### config.mk
export PLATFORM = sky130hd
export DESIGN_NAME = au_gray2bin_pipe
export DESIGN_NICKNAME = d
export VERILOG_FILES = /design/src/rtl/au_gray2bin_pipe.sv
export SDC_FILE = /design/constraint.sdc
export NUM_CORES = 1
export LEC_CHECK = 0
export ABC_AREA = 1
export BUFFER_PORTS_ARGS = -buffer_cell sky130_fd_sc_hd__buf_4
export CAP_MARGIN = 20
export CORE_MARGIN = 2
export CORE_UTILIZATION = 46
export CTS_CLUSTER_SIZE = 16
export DETAILED_ROUTE_END_ITERATION = 16
export PLACE_DENSITY = 0.73
export SYNTH_ARGS = -nofsm -noshare
export SYNTH_HDL_FRONTEND = slang
export SYNTH_SLANG_ARGS = --single-unit
### constraint.sdc
create_clock -name clk -period 1.4 [get_ports clk]
set_clock_uncertainty 0.2 [all_clocks]
set_input_delay 0.07 -clock clk [delete_from_list [all_inputs] [get_ports clk]]
set_output_delay 0.07 -clock clk [all_outputs]
set_load 0.005 [all_outputs]
### src/rtl/au_gray2bin_pipe.sv
// Pipelined Gray-to-binary decoder: prefix XOR from MSB down, split over STAGES
// register stages with valid/ready on both sides. Define AU_GRAY2BIN_STEP_CHECK_EN for step_err.
module au_gray2bin_pipe #(
   parameter int WIDTH  = 8,
   parameter int STAGES = 2
) (
   input  logic             clk,
   input  logic             rst,
   input  logic             in_valid,
   output logic             in_ready,
   input  logic [WIDTH-1:0] g,
   output logic             out_valid,
   input  logic             out_ready,
   output logic [WIDTH-1:0] b
`ifdef AU_GRAY2BIN_STEP_CHECK_EN
   ,
   output logic             step_err
`endif
);

   localparam int C = (WIDTH + STAGES - 1) / STAGES;

   // Bits above hi are already binary; bits below lo are still Gray and pass through.
   function automatic logic [WIDTH-1:0] resolve(input logic [WIDTH-1:0] w, input int lo, input int hi);
      logic [WIDTH-1:0] r;
      r = w;
      for (int i = WIDTH - 2; i >= 0; i--) begin
         if (i >= lo && i <= hi) r[i] = r[i+1] ^ w[i];
      end
      return r;
   endfunction

   logic [STAGES-1:0] valid_q;
   logic [WIDTH-1:0]  data_q [STAGES];
   logic [WIDTH-1:0]  res_d  [STAGES];
   logic [STAGES-1:0] src_vld;
   logic [STAGES-1:0] adv;
   logic [STAGES-1:0] load;

`ifdef AU_GRAY2BIN_STEP_CHECK_EN
   logic [STAGES-1:0] err_q;
   logic [STAGES-1:0] src_err;
   logic [WIDTH-1:0]  g_prev_q;
   logic              prev_vld_q;
   logic              err_in_d;
   logic              in_xfer;
`endif

   generate
      for (genvar gi = 0; gi < STAGES; gi++) begin : g_stage
         localparam int HI     = WIDTH - 1 - gi * C;
         localparam int LO_RAW = WIDTH - (gi + 1) * C;
         localparam int LO     = (LO_RAW < 0) ? 0 : LO_RAW;
         if (gi == 0) begin : g_first
            assign res_d[gi]   = resolve(g, LO, HI);
            assign src_vld[gi] = in_valid;
`ifdef AU_GRAY2BIN_STEP_CHECK_EN
            assign src_err[gi] = err_in_d;
`endif
         end else begin : g_rest
            assign res_d[gi]   = resolve(data_q[gi-1], LO, HI);
            assign src_vld[gi] = valid_q[gi-1];
`ifdef AU_GRAY2BIN_STEP_CHECK_EN
            assign src_err[gi] = err_q[gi-1];
`endif
         end
      end
   endgenerate

   // A stage advances when it is full and some later stage has room (or the output drains).
   always_comb begin
      logic full_above;
      adv        = '0;
      load       = '0;
      full_above = 1'b1;
      for (int k = STAGES - 1; k >= 0; k--) begin
         adv[k]     = valid_q[k] && (out_ready || !full_above);
         load[k]    = !valid_q[k] || adv[k];
         full_above = full_above && valid_q[k];
      end
   end

   always_ff @(posedge clk) begin
      if (rst) begin
         valid_q <= '0;
         for (int k = 0; k < STAGES; k++) data_q[k] <= '0;
      end else begin
         for (int k = 0; k < STAGES; k++) begin
            if (load[k]) begin
               valid_q[k] <= src_vld[k];
               if (src_vld[k]) data_q[k] <= res_d[k];
            end
         end
      end
   end

   assign in_ready  = load[0];
   assign out_valid = valid_q[STAGES-1];
   assign b         = data_q[STAGES-1];

`ifdef AU_GRAY2BIN_STEP_CHECK_EN
   assign in_xfer  = in_valid && in_ready;
   assign err_in_d = prev_vld_q && ($countones(g ^ g_prev_q) != 1);

   always_ff @(posedge clk) begin
      if (rst) begin
         err_q      <= '0;
         g_prev_q   <= '0;
         prev_vld_q <= 1'b0;
      end else begin
         if (in_xfer) begin
            g_prev_q   <= g;
            prev_vld_q <= 1'b1;
         end
         for (int k = 0; k < STAGES; k++) begin
            if (load[k] && src_vld[k]) err_q[k] <= src_err[k];
         end
      end
   end

   assign step_err = err_q[STAGES-1];
`endif

endmodule
; ---- Word level (Yosys, flattened, before mapping)
; Memory sizes are Yosys's and may differ from the RTL's.
; Cells that the tools add are included.
[word_totals]
mem_bits_rw = 16
wordCells = 31
mem_count = 1
out_inout_bits = 10
reg_bits = 2
in_bits = 12
[classes]
reduce_logical = 7
bitwise_logic = 9
n_mux = 12
[mem_list]
columns = memory, words, word_bits, read_ports, rd_clocked_by_memory_dff, write_ports, line_no
row1 = data_q, 2, 8, 2, 0, 2, 34  ; logic [WIDTH-1:0] data_q [STAGES];
[ops]
columns = operator, count
row1 = two-way mux 8 bit, 2
row2 = two-way mux 1 bit, 10
row3 = bitwise XOR 1 bit, 7
row4 = logical OR 1 bit, 3
row5 = logical AND 1 bit, 2
row6 = logical NOT 1 bit, 2
row7 = OR 1 bit, 2

; ---- Depth between registers and ports, before layout
[depth]
depth_word = 8
mapped_depth = 8
depth_no_buf = 8

; ---- Least setup slack after synthesis
; OpenSTA, ideal clock, no wires.
[synth_timing]
kind = register to register
startpoint = reg valid_q[1]
endpoint = mem data_q[0][5], data pin
path_stages_with_launch = 7
setup_time_ns = 0.259
arrival_ns = 0.941
synth_period_minus_slack_ns = 1.400
path_slack_ns = 0.000
required_time_ns = 0.941
path_buffers = 1
path_cell_list = dfxtp_1 nand3_2 nand2_2 o21ai_2 inv_2 buf_6 nor2_2
[synth_rtl]
columns = item, line_no
row1 = start: declaration, 33  ; logic [STAGES-1:0] valid_q;
row2 = start signal: indexed assignment, 90  ; valid_q[k] <= src_vld[k];
row3 = end: declaration, 34

==> impl_metrics.json <==
{
  "synth_edf_count": 16,
  "ant_nets": 0,
  "design_area_sq_um": 1290,
  "setup_ws_ps": -79.7,
  "chipHeight_um": 48.2,
  "clk_pin_slew_ps": 100,
  "cts_tree": "yes",
  "die_w_um": 48.2,
  "min_period_ps": 1480,
  "gr-usage-all-layers_pct": 15.3,
  "ys_seq_elements": 18,
  "cp_common_cell": "nand2_2",
  "synth_compound_area_share_pct": 4.74,
  "num_vias": 672,
  "drc": 0,
  "drt-pass1-iter-count": 4,
  "synth.area.top_cells": "edfxtp_1, buf_4, inv_1",
  "start_util_pct": 50.4,
  "synthesis.nets": 102,
  "core_sq_um": 1780,
  "port_buffers": 21,
  "antenna_found_initial": 0,
  "powerDensity_nw_per_um2": 936,
  "routed_wl_um": 1580,
  "violations": "negative hold slack, negative setup slack",
  "hpwl_um": 1060,
  "dieArea_sq_um": 2320,
  "drt_iter0_drc": 5,
  "final_util_pct": 72.4,
  "post_synth_num_cell_types": 20,
  "layout-drive-gt1-share_pct": 51.2,
  "status": "finished with violations",
  "worstPathRequired_ps": 1240,
  "htree_num_levels": 1,
  "critical_path.startpoint_type": "register",
  "fmax_ghz": 0.676,
  "gp_congestion": 0.655,
  "finalHoldViolations": 1,
  "total_power_mw": 1.21,
  "yosys.area_share.adder_pct": 0,
  "path_max_fanout": 3,
  "whs_ps": -18.1,
  "clock-sinks": 18,
  "synthArstFlopShare_pct": 0,
  "end_kind": "register",
  "maxCapViolations": 0,
  "grt_overflow_total": 0,
  "rows": 15,
  "rsz0062_at_grt": "yes",
  "area_growth_pct": 43.7,
  "setup_viol": 1,
  "grt_pass1_wl_um": 2350,
  "ys.flop_type": "edfxtp_1",
  "clock_latency_ps": 290,
  "synth_top_area_share_pct": 53.5,
  "root_buffer": "clkbuf_4",
  "synth_most_common_cell": "edfxtp_1",
  "max_slew_margin_pct": 77.8,
  "netlist_area_sq_um": 898,
  "viasPerCell": 4.42,
  "layout.nets": 140,
  "cts_buffers": 3,
  "instances_no_fill": 152,
  "cp.arrival_ps": 1320,
  "clockBufferDepth": 2,
  "fin_crit_sh_pct": 106,
  "synth_top_family_by_area": "simple AND/OR/NAND/NOR gates",
  "grt_pass1_vias": 588,
  "netlist_instances": 90,
  "placed_cells": 133,
  "io_pins": 22,
  "fillers": 134,
  "grt_start_max_net_pins": 11,
  "tightestPinTransition_ps": 332,
  "synth_xor_area_share_pct": 0.975,
  "synth.avg_cell_area_sq_um": 9.98,
  "vdd_drop_max_v": 0.000482,
  "path_class": "reg -> reg",
  "muxShareOfSynthArea_pct": 0,
  "crit_slowest_cell": "edfxtp_1",
  "drv_slew": 0,
  "ys_seq_area_share_pct": 57.9,
  "placed_cell_area_sq_um": 1090,
  "yosysTopAreaCell": "edfxtp_1",
  "leakage_nw": 0.592,
  "min_path_type": "in -> reg",
  "num_antenna_cells": 0,
  "yosys_warnings": 0,
  "slowest_delay_ps": 440,
  "synthSimpleGateAreaFrac_pct": 20.9,
  "wl_per_cell_um": 10.4,
  "synth_commonest_cells": "edfxtp_1, inv_1, nand2_1",
  "path_cells": "inv_2 > nand2_2 > nand3_2 > nand2_2 > nand2_2 > nand3_1 > nand2_1 > nor2_1"
}
==> path summary, 6_finish.rpt <==
check | cells after the start | from | slack (ps) | endpoint
worst max-delay path | 8 | data_q[0][4] | -80 | data_q[0][8]
worst max register to register | 8 | data_q[0][4] | -80 | data_q[0][8]
worst min-delay path | 5 | out_ready | -20 | valid_q[0]
worst min register to register | 2 | valid_q[0] | 290 | valid_q[1]
==> through the flow <==
stage               setup slack [ps]  setup TNS, ps
floorplan                      0.368              0
global placement                13.8              0
detailed placement             -46.2          -46.2
CTS                            -22.4          -22.4
global route                    -146           -217
finish                         -79.7          -79.7
==> flip-flops by register name, indices dropped and copies added (netlist names) <==
name     cells
data_q      16
valid_q      2
==> cell families (layout without fill, tap and decap cells) <==
| kind of cell | Yosys count | count (layout) |
|---|---|---|
| compound gates | 7 | 7 |
| flops | 18 | 18 |
| xor+xnor | 1 | 1 |
| simple gates | 37 | 37 |
| buf+inv | 27 | 64 |
==> final cells by class <==
| type | count | area, sq um | area share (%) |
|---|---|---|---|
| multi-input combinational | 45 | 267 | 20.6 |
| tap | 25 | 31.3 | 2.42 |
| sequential | 18 | 523 | 40.5 |
| clock inverter | 1 | 3.75 | 0.291 |
| timing repair buffer | 42 | 377 | 29.2 |
| inverter | 18 | 67.6 | 5.23 |
| clock buffer | 3 | 22.5 | 1.74 |
==> where the power goes <==
part           internal, mW  switching [mW]  leakage, nW
Sequential            0.642          0.0219        0.189
Clock                 0.103           0.151       0.0154
Combinational         0.161           0.130        0.388
Total                 0.906           0.303        0.592
==> routing by layer <==
metal	routed length, um	vias to the layer above	global-route usage (%)	part of all wire, %
met1	602	301	14.9	38
met2	907	20	29.5	57
met3	64	2	3.33	4.0
met4	10	0	8.11	0.63
met5	0	-	0	0
li1	-	349	-	-
==> repair_timing <==
action / 4_1_cts / 5_1_grt
cloned: 0 / 0
endpoints found under the setup margin: 5 / 15
resized for setup: 9 / 7
pin swaps: 3 / 5
hold endpoints to repair: 9 / 1
hold buffers: 9 / 1
setup buffers: 4 / 3
==> worst max-delay path, delay by kind of cell (launching register included) <==
family        cells  cell delay, ps
simple gates      7             490
buf+inv           1             120
flops             1             440
==> placed cells by master (no fill, tap or decap), drive strengths merged <==
cell and n:
buf 32, inv 18, edfxtp 16, nand2 15
nor2 15, dlygate4sd3 10, nand3 5, a21oi 5
clkbuf 3, dfxtp 2, o21ai 2, or2 1
xor2 1, and2 1, clkinv 1
No activity file was read; power rests on OpenSTA's default activity.
